<file path="config.mk">
export PLATFORM = sky130hd
export DESIGN_NAME = vram_arbiter
export DESIGN_NICKNAME = d
export VERILOG_FILES = /design/src/rtl/video_pkg.sv /design/src/rtl/slot_phase_gen.sv /design/src/rtl/vram_arbiter.sv
export SDC_FILE = /design/constraint.sdc
export NUM_CORES = 1
export LEC_CHECK = 0
export CORE_MARGIN = 1
export CORE_UTILIZATION = 45
export CTS_BUF_LIST = sky130_fd_sc_hd__clkbuf_4
export DETAILED_ROUTE_END_ITERATION = 10
export PLACE_DENSITY = 0.89
export SLEW_MARGIN = 25
export SYNTH_ARGS = -nofsm -noshare
export SYNTH_HDL_FRONTEND = slang
export SYNTH_SLANG_ARGS = --single-unit
export TNS_END_PERCENT = 20
</file>
<file path="constraint.sdc">
create_clock -name clk -period 2.6 [get_ports clk]
set_input_delay 0.52 -clock clk [delete_from_list [all_inputs] [get_ports clk]]
set_output_delay 0.52 -clock clk [all_outputs]
set_load 0.01 [all_outputs]
</file>
<file path="src/rtl/video_pkg.sv">
// Shared types for the video card VRAM path: width defaults, CPU FSM state
// encoding and slot-owner decode.
package video_pkg;

  localparam int ADDR_W_DFLT = 13;
  localparam int DATA_W_DFLT = 8;

  typedef enum logic [1:0] {
    IDLE = 2'd0,
    PEND = 2'd1,
    RDW  = 2'd2
  } cpu_state_t;

  typedef enum logic [1:0] {
    OWN_NONE = 2'd0,
    OWN_DISP = 2'd1,
    OWN_CPU  = 2'd2
  } slot_owner_t;

  // Display owns phase 0 during active video; every other slot is the CPU's,
  // but only when a request is actually pending.
  function automatic slot_owner_t slot_owner(input logic phase,
                                             input logic disp_en,
                                             input cpu_state_t st);
    slot_owner_t own;
    if (!phase && disp_en)
      own = OWN_DISP;
    else if (st == PEND)
      own = OWN_CPU;
    else
      own = OWN_NONE;
    return own;
  endfunction

endpackage

</file>
<file path="src/rtl/slot_phase_gen.sv">
// Two-phase slot divider: phase toggles every clk, pclk mirrors it (clk/2).
// Zero latency; no backpressure.
module slot_phase_gen (
  input  logic clk,
  input  logic clr_n,
  output logic phase,
  output logic pclk
);

  always_ff @(posedge clk or negedge clr_n) begin
    if (!clr_n)
      phase <= 1'b0;
    else
      phase <= ~phase;
  end

  assign pclk = phase;

endmodule

</file>
<file path="src/rtl/vram_arbiter.sv">
// Shares single-port VRAM between display fetch (phase 0) and CPU (phase 1, or any idle slot).
// Display data 2 clk after issue; CPU ack 2-3 clk (write) / 3-4 clk (read); strobes ignored while busy.
module vram_arbiter
  import video_pkg::*;
#(
  parameter int ADDR_W = ADDR_W_DFLT,
  parameter int DATA_W = DATA_W_DFLT
) (
  input  logic              clk,
  input  logic              clr_n,
  output logic              pclk,
  input  logic              disp_en,
  input  logic [ADDR_W-1:0] disp_addr,
  output logic [DATA_W-1:0] disp_data,
  output logic              disp_valid,
  input  logic              cpu_req,
  input  logic              cpu_we,
  input  logic [ADDR_W-1:0] cpu_addr,
  input  logic [DATA_W-1:0] cpu_wdata,
  output logic              cpu_busy,
  output logic              cpu_ack,
  output logic [DATA_W-1:0] cpu_rdata,
  output logic [ADDR_W-1:0] vram_addr,
  output logic [DATA_W-1:0] vram_wdata,
  output logic              vram_we,
  input  logic [DATA_W-1:0] vram_rdata
);

  logic              phase;
  cpu_state_t        state_q, state_d;
  slot_owner_t       owner;
  logic              accept;
  logic              ack_d;
  logic              lat_we;
  logic [ADDR_W-1:0] lat_addr;
  logic [DATA_W-1:0] lat_wdata;
  logic [ADDR_W-1:0] hold_addr;
  logic              disp_issue_q;

  slot_phase_gen u_phase (
    .clk   (clk),
    .clr_n (clr_n),
    .phase (phase),
    .pclk  (pclk)
  );

  assign owner = slot_owner(phase, disp_en, state_q);

  // The ack cycle is already IDLE, so a strobe there must be masked explicitly.
  assign accept   = (state_q == IDLE) && cpu_req && !cpu_ack;
  assign cpu_busy = (state_q != IDLE);

  always_comb begin
    state_d = state_q;
    ack_d   = 1'b0;
    case (state_q)
      IDLE: begin
        if (accept)
          state_d = PEND;
      end
      PEND: begin
        if (owner == OWN_CPU) begin
          if (lat_we) begin
            state_d = IDLE;
            ack_d   = 1'b1;
          end else begin
            state_d = RDW;
          end
        end
      end
      RDW: begin
        state_d = IDLE;
        ack_d   = 1'b1;
      end
      default: state_d = IDLE;
    endcase
  end

  // Idle slots keep the previous address so the RAM pins stay quiet.
  always_comb begin
    vram_addr = hold_addr;
    vram_we   = 1'b0;
    case (owner)
      OWN_DISP: vram_addr = disp_addr;
      OWN_CPU: begin
        vram_addr = lat_addr;
        vram_we   = lat_we;
      end
      default: ;
    endcase
  end

  assign vram_wdata = lat_wdata;

  always_ff @(posedge clk or negedge clr_n) begin
    if (!clr_n) begin
      state_q      <= IDLE;
      cpu_ack      <= 1'b0;
      cpu_rdata    <= '0;
      lat_we       <= 1'b0;
      lat_addr     <= '0;
      lat_wdata    <= '0;
      hold_addr    <= '0;
      disp_issue_q <= 1'b0;
      disp_valid   <= 1'b0;
      disp_data    <= '0;
    end else begin
      state_q      <= state_d;
      cpu_ack      <= ack_d;
      hold_addr    <= vram_addr;
      disp_issue_q <= (owner == OWN_DISP);
      disp_valid   <= disp_issue_q;
      if (accept) begin
        lat_we    <= cpu_we;
        lat_addr  <= cpu_addr;
        lat_wdata <= cpu_wdata;
      end
      if (state_q == RDW)
        cpu_rdata <= vram_rdata;
      if (disp_issue_q)
        disp_data <= vram_rdata;
    end
  end

endmodule
</file>
# After elaboration in Yosys (flattened, before gate mapping)
# Cells that the tools add are included.
totals:
  output_inout_bits: 42
  reg_bits: 57
  in_bits: 47
  wordCells: 37
classes:
  n_eq_ne: 6
  reduce_logical: 8
  n_bitwise: 1
  mux: 11
ops:
  columns: ["op", "n"]
  rows:
  - ["13-bit case mux with 2 select lines", 1]
  - ["2-bit 2-to-1 mux", 5]
  - ["2-bit by 1-bit equality test with 1-bit output (second input constant)", 2]
  - ["2-bit equality test (second input constant)", 2]
  - ["2-bit case mux with 2 select lines", 1]
  - ["1-bit logical AND", 3]
  - ["1-bit 2-to-1 mux", 3]
  - ["1-bit zero test", 2]
  - ["2-bit zero test", 1]
  - ["2-bit by 1-bit != test with 1-bit output (second input constant)", 1]
  - ["2-bit != test (second input constant)", 1]
  - ["1-bit case mux with 2 select lines", 1]
  - ["2-bit AND reduction", 1]
  - ["2-bit nonzero test", 1]
  - ["1-bit inverter", 1]

# Logic depth before layout (Yosys ltp)
# Gate-level depths: netlist of the first run.
logic_depth:
  depth_word: 6
  ltp_mapped: 7
  mapped_depth_nobuf: 5

# By module
# Synthesis of the first run repeated with hierarchy kept, for this count alone.
hier_totals:
  cells_unflattened: 163
  hier_area_um2: 2408.6
by_module_without_submodules:
  columns: ["module", "cells_per_inst", "area_per_inst_um2", "seq_area_each_um2", "n_inst"]
  rows:
  - ["vram_arbiter", 160, 2372.3, 1401.3, 1]
  - ["slot_phase_gen", 3, 36.3, 25.0, 1]

# Worst setup path after synthesis of the first run
# No wires, ideal clock.
synth_path:
  path_kind: "flip-flop to output port"
  start: "register state_q[1]"
  end: "output port vram_addr[10]"
  slack_ns: 0.640
  required_time_ns: 2.080
  path_stages_with_launch: 7
  arrival_time_ns: 1.440
  n_path_buf: 2
  path_cell_list: "dfrtp_1 > inv_1 > ha_1 > buf_2 > buf_2 > mux2i_1 > o21ai_0"
synth_between:
  elab_chain_len: 5
  word_cells_on_any_way: 6
  cone_classes: "eq/ne (3); mux (3)"
synth_lines:
  columns: ["element", "line", "text"]
  rows:
  - ["start: declaration", "vram_arbiter.sv:30", "cpu_state_t state_q, state_d;"]
  - ["start signal: assignment", "vram_arbiter.sv:108", "state_q <= state_d;"]
  - ["2-bit by 1-bit equality test with 1-bit output (*)", "video_pkg.sv:28", "else if (st == PEND)"]
  - ["2-bit 2-to-1 mux (*)", "video_pkg.sv:28", null]
  - ["2-bit 2-to-1 mux (*)", "video_pkg.sv:26", "if (!phase && disp_en)"]
  - ["2-bit equality test or 2-bit by 1-bit equality test with 1-bit output (tied branches)", "vram_arbiter.sv:83", "case (owner)"]
  - ["13-bit case mux with 2 select lines (*)", "vram_arbiter.sv:83", null]
  - ["end: declaration", "vram_arbiter.sv:23", "output logic [ADDR_W-1:0] vram_addr,"]
# Mark *: on every way between the ends. The rest lies on a longest branch, timed or not.

# Worst setup path in the final report of the first run
layout_path:
  start: "register state_q[1]"
  end: "output port vram_addr[4]"
# The elaborated chain is that of the path after synthesis.

==> results.toml, run 1 <==
[outcome]
status = "finished, final reports clean"

[cts]
cts.htree.levels = 3
post_cts_setup_repair_bufs = 0
cts_tree = "done"
hold_buffers = 0
cts-buffers-inserted = 9
clk_pin_slew_ps = 90
clock-sinks = 57
clkLatencyLatePin_ps = 380
cts_root_buf = "clkbuf_4"
clock_tree.buffer_depth = 2

[floorplan]
floorplan.die.height_microns = 75.0
die_w_microns = 75.0
placeableCoreArea_sq_um = 5110
io_pins = 89
die_area_sq_um = 5630
core.rowCount = 26
start_util_pct = 47.0

[placed_design]
globalplace.congestion = 0.719
port_buffers = 88
detailed_place.area_sq_um = 3400
placed_cells = 321
place_hpwl_microns = 3480

[layout]
layout.cells.most_common_list = "clkdlybuf4s50_1, dfrtp_1, mux2_4"
instances_no_fill = 336
layout_commonest_cell = "clkdlybuf4s50_1"
finish.net_count = 313
diodes = 0
postLayoutCoreUtil_pct = 68.4
layout-drive-gt1-share_pct = 25.2
nFillCells = 408
stdcell_area_sq_um = 3490
regArea_sq_um = 1430
multi_input_area_sq_um = 886
synthToLayoutAreaGrowth_pct = 45.5

[routing]
drtAntennaViolNets = 0
firstDrtPassIters = 3
detailedRoute.firstIterationViolations = 75
route.detailed.drc = 0
routed_wire_length_per_instance_microns = 14.5
detail_route.wirelength_microns = 4890
number_of_vias_in_the_routed_layout = 1593
detail_route.vias_per_cell = 4.74

[sta]
worst_hold_slack_ps = 197
timing_worst_slew_pin_value_ps = 737
hold_viol_final = 0
final.min_clock_period_ps = 2420
setup_violators_final = 0
worst_clock_skew_ps = 8.63
finalCritPeriodShare_pct = 93.3
timing_max_transition_violations_final = 0
max_freq_mhz = 412
setup_repair_after_global_routing_missed_its_margin = "false"
timing.slew.headroom_pct = 50.9

[pwr]
power_per_cell_area_nw_per_um2 = 1090
power.leakage_nw = 1.60
irDropWorstVdd_mv = 0.675

[synthesis]
synth-seq-area-share_pct = 59.4
synthesis.instances = 162
netlist_area_sq_um = 2400
synth_top_area_share_pct = 59.4
mappedNetlistNets = 213
synth.ff_latch_count = 57
synth_cell_types = 21
synth.top_cells.by_area = "dfrtp_1, mux2_4, mux2_2, mux2i_1, o21ai_0"
netlist.top_cell.by_area = "dfrtp_1"
yosys_warning_total = 0
post_synth.cell_area_avg_sq_um = 14.8

[global_route]
track_usage_pct = 18.7
grt_start_max_net_pins = 35
grt_antenna_before_repair = 0
grt_pass1_wl_microns = 7600
via_count_of_the_first_global_routing_pass = 1593
grt_total_ovfl = 0

[critical_path]
critical_path.startpoint_type = "register"
critical_path_fanout_max = 15
crit_arrival_ps = 1900
endpoint_kind = "primary output"
type_of_the_worst_setup_path = "reg -> out"
critPathRequiredTime_ps = 2080

[job]
timing.max_cap.violations = 0

[min_path]
worst_hold_path_type = "in -> async"
[cell usage after synthesis, drive strengths merged]
master / instances
mux2i: 13
dfrtp: 57
mux2: 39
a2111oi: 1
nor3b: 1
clkbuf: 3
a22oi: 1
or2: 1
nand2: 13
ha: 4
inv: 5
o21a: 1
o21bai: 1
nor2b: 1
buf: 7
o21ai: 13
nand2b: 1
[report_power, final]
part           leakage (nW)  switching [mW]  internal, mW
combinational         0.864           0.749          1.18
sequential            0.678           0.174          1.24
clock                0.0578           0.298         0.177
total                  1.60            1.22          2.59
[cell families (layout without fill, tap and decap cells)]
family | after synthesis | after routing | share of synthesized area (%)
adder cells (fa/ha/maj) | 4 | 4 | 2.08
buffers and inverters | 15 | 119 | 4.22
multiplexers | 52 | 52 | 26.8
flip-flops | 57 | 57 | 59.4
AO/OA/AOI/OAI | 17 | 17 | 4.01
AND/OR/NAND/NOR | 17 | 17 | 3.44
[layout make-up]
type | count | share of cell area [%]
clock buffers | 9 | 1.93
clock inverters | 6 | 0.752
inverters | 5 | 0.537
multi-input cells | 90 | 25.3
flip-flops and latches | 57 | 40.8
well taps | 70 | 2.51
repair buffers | 99 | 28.1
[final timing paths]
| kind | start | end | slack (ps) | cells after the start |
|---|---|---|---|---|
| hold / removal | clr_n | disp_data[7]$_DFFE_PN0P_ | 200 | 1 |
| setup / recovery | state_q[1]$_DFFE_PN0P_ | vram_addr[4] | 180 | 6 |
| setup reg to reg | state_q[1]$_DFFE_PN0P_ | lat_we$_DFFE_PN0P_ | 930 | 6 |
| min in group clk | u_phase.pclk$_DFF_PN0_ | u_phase.pclk$_DFF_PN0_ | 510 | 1 |
| hold reg to reg | u_phase.pclk$_DFF_PN0_ | u_phase.pclk$_DFF_PN0_ | 510 | 1 |
| max in group asynchronous | clr_n | lat_we$_DFFE_PN0P_ | 1730 | 2 |
[state kept, by name, summed over array words and instances, names as in the netlist]
name          count
hold_addr        13
lat_addr         13
cpu_rdata         8
disp_data         8
vram_wdata        8
state_q           2
cpu_ack           1
disp_issue_q      1
disp_valid        1
lat_we            1
u_phase.pclk      1
[critical path, cell delays in order, from the launching register on]
cell and delay (ps):
dfrtp_1 390, inv_1 130, ha_1 210, buf_12 180
mux2i_1 210, o21ai_1 110, dlygate4sd2_1 300
[layer usage]
layer	wire (microns)	share of wire [%]	global-route usage (%)
met5	0	0	0
met4	81	1.7	9.43
met3	272	5.6	4.95
met2	2310	47	29.0
met1	2220	45	24.4
[what timing repair did]
item,CTS,global route
setup endpoints to repair,14,1
pin swaps,0,0
resized for setup,22,1
[through the flow]
step | setup slack, ps | total power [mW] | TNS [ps]
2_1_floorplan | 640 | 2.50 | 0
3_3_place_gp | -64.4 | 3.40 | -165
3_5_place_dp | -116 | 3.46 | -737
4_1_cts | -33.3 | 3.86 | -33.3
5_1_grt | 58.2 | 4.05 | 0
6_report | 175 | 3.82 | 0
No activity file was read; power rests on OpenSTA's default activity.
==> run 2: changes to the inputs <==
--- a/config.mk
+++ b/config.mk
@@ -5,12 +5,12 @@
 export SDC_FILE = /design/constraint.sdc
 export NUM_CORES = 1
 export LEC_CHECK = 0
-export CORE_MARGIN = 1
 export CORE_UTILIZATION = 45
 export CTS_BUF_LIST = sky130_fd_sc_hd__clkbuf_4
+export CTS_CLUSTER_DIAMETER = 40
 export DETAILED_ROUTE_END_ITERATION = 10
 export PLACE_DENSITY = 0.89
-export SLEW_MARGIN = 25
+export SLEW_MARGIN = 20
 export SYNTH_ARGS = -nofsm -noshare
 export SYNTH_HDL_FRONTEND = slang
 export SYNTH_SLANG_ARGS = --single-unit
==> results of run 2 <==
Same layout as run 1: the final DEF is identical, and so are final timing and power.
==> run 3: changes to the inputs <==
--- a/config.mk
+++ b/config.mk
@@ -6,7 +6,7 @@
 export NUM_CORES = 1
 export LEC_CHECK = 0
 export CORE_UTILIZATION = 45
-export CTS_BUF_LIST = sky130_fd_sc_hd__clkbuf_4
+export CTS_BUF_LIST = sky130_fd_sc_hd__clkbuf_8 sky130_fd_sc_hd__clkbuf_16
 export CTS_CLUSTER_DIAMETER = 40
 export DETAILED_ROUTE_END_ITERATION = 10
 export PLACE_DENSITY = 0.89
==> run 3 against run 2 <==
Net effect:
- flip-flop and latch count unchanged
- combinational power about the same
- critical path depth unchanged
- sequential share of layout area down 0.89 points
- clock power up 55%
- non-clock buffer count unchanged
- clock-buffer cell count up 3
- clock skew down 4.6 ps
- final area up 2.2%
- register-to-register slack about the same
- fmax down 0.87%
- critical endpoint is now vram_addr[11]
- largest power group unchanged
==> results.toml, run 3 (synthesis results as in run 1) <==
[sta]
timing.slew.headroom_pct = 50.6
worst_hold_slack_ps = 260
hold_viol_final = 0
max_freq_mhz = 409
finalCritPeriodShare_pct = 94.1
finalSetupTns_ps = 0
worst_clock_skew_ps = 4.07
final.min_clock_period_ps = 2450
setup_repair_after_global_routing_missed_its_margin = "false"
timing_worst_slew_pin_value_ps = 740
timing_max_transition_violations_final = 0
setup_violators_final = 0

[critical_path]
critical_path.startpoint_type = "input pin"
endpoint_kind = "primary output"
worstRegToRegCells = 6
worst_reg2reg_path_endpoint = "lat_addr[10]$_DFFE_PN0P_"
setup.reg_to_reg.worst_slack_ps = 940
type_of_the_worst_setup_path = "in -> out"
critical_path_fanout_max = 29
crit_arrival_ps = 1930
regToRegStartpoint = "state_q[1]$_DFFE_PN0P_"
slowest_cell_on_the_critical_path = "clkdlybuf4s50_1"
critical_path.cell_chain = "clkdlybuf4s50_1, nor2b_2, buf_12, nand2_1, o21ai_0, dlygate4sd2_1"
critPathRequiredTime_ps = 2080
cp_slowest_stage_delay_ps = 460

[min_path]
worst_hold_path_type = "in -> async"

[pwr]
power.leakage_nw = 1.63
pwr-share-comb_pct = 47.0
intPower_mw = 2.82
share_seq_of_total_power_pct = 34.9
irDropWorstVdd_mv = 0.798
share_clk_of_total_power_pct = 18.1
switching_share_pct = 30.6
netSwitchingPower_mw = 1.25
power_per_cell_area_nw_per_um2 = 1140

[routing]
route.detailed.drc = 0
drtAntennaViolNets = 0
routed_wire_length_per_instance_microns = 14.8
detail_route.vias_per_cell = 4.71
firstDrtPassIters = 4
detailedRoute.firstIterationViolations = 58
number_of_vias_in_the_routed_layout = 1582
detail_route.wirelength_microns = 4980

[placed_design]
port_buffers = 88
globalplace.congestion = 0.719
place_hpwl_microns = 3480

[floorplan]
placeableCoreArea_sq_um = 5110
io_pins = 89
core.rowCount = 26
die_w_microns = 75.0
die_area_sq_um = 5630
start_util_pct = 47.0
floorplan.die.height_microns = 75.0

[cts]
cts-buffers-inserted = 9
clock-sinks = 57
clock_tree.buffer_depth = 2
cts_tree = "done"
cts.htree.levels = 3
clkLatencyLatePin_ps = 320
cts_root_buf = "clkbuf_8"
clk_pin_slew_ps = 60

[layout]
layout.cells.most_common_list = "clkdlybuf4s50_1, dfrtp_1, mux2_4"
postLayoutCoreUtil_pct = 69.9
layout_commonest_cell = "clkdlybuf4s50_1"
largest_registers = "hold_addr x13, lat_addr x13"
diodes = 0
layout-drive-gt1-share_pct = 26.3
synthToLayoutAreaGrowth_pct = 48.8
finish.net_count = 313

[global_route]
track_usage_pct = 19.1
grt_start_max_net_pins = 35
grt_pass1_wl_microns = 7760
grt_total_ovfl = 0
via_count_of_the_first_global_routing_pass = 1611
grt_antenna_before_repair = 0

[outcome]
status = "finished, final reports clean"

[job]
timing.max_cap.violations = 0
[run 3: worst max-delay path by stage]
stage / start / end / slack, ps / cells after the start
3_5_place_dp: disp_en / vram_addr[11] / -120 / 6
2_1_floorplan: state_q[1]$_DFFE_PN0P_ / vram_addr[10] / 640 / 6
5_1_grt: disp_en / vram_addr[11] / 80 / 6
4_1_cts: disp_en / vram_addr[11] / 160 / 6
6_report: disp_en / vram_addr[11] / 150 / 6
3_3_place_gp: disp_en / vram_addr[11] / -60 / 6
[run 3: power groups by stage]
stage / combinational, mW / sequential, mW / clock [mW]
finish: 1.91 / 1.42 / 0.736
global route: 2.05 / 1.46 / 0.793
CTS: 1.93 / 1.42 / 0.756
detailed placement: 2.02 / 1.43 / 0
global placement: 1.98 / 1.41 / 0
floorplan: 1.03 / 1.46 / 0
[run 3: cell type report]
cell class	instances	area [sq um]
multi-input combinational	90	881
fill	384	1540
sequential	57	1430
tap	70	87.6
inverter	5	18.8
clock inverter	3	15.0
clock buffer	12	165
timing repair buffer	99	978
[run 3: per-stage QoR]
step | setup slack, ps | cells | power (mW) | area [sq um]
floorplan | 640 | 162 | 2.50 | 2400
global route | 76.3 | 336 | 4.31 | 3570
global placement | -64.4 | 321 | 3.40 | 3400
detailed placement | -116 | 321 | 3.46 | 3400
CTS | 160 | 336 | 4.11 | 3570
finish | 154 | 336 | 4.07 | 3570
[run 3: critical path, delay by kind of cell]
kind,cells,cell delay (ps)
buffers and inverters,3,980
AND/OR/NAND/NOR,2,300
AO/OA/AOI/OAI,1,130
[run 3: what timing repair did]
action                     in CTS  in global routing
hold buffers                    0                  0
buffers inserted                0                  0
setup endpoints to repair      14                  0
gates resized for setup        15                  0
[run 3: per-layer routing]
layer / wire (microns) / GRT usage, %
met4: 90 / 10.1
met5: 0 / 0
met1: 2220 / 24.8
met3: 285 / 4.55
met2: 2390 / 29.8
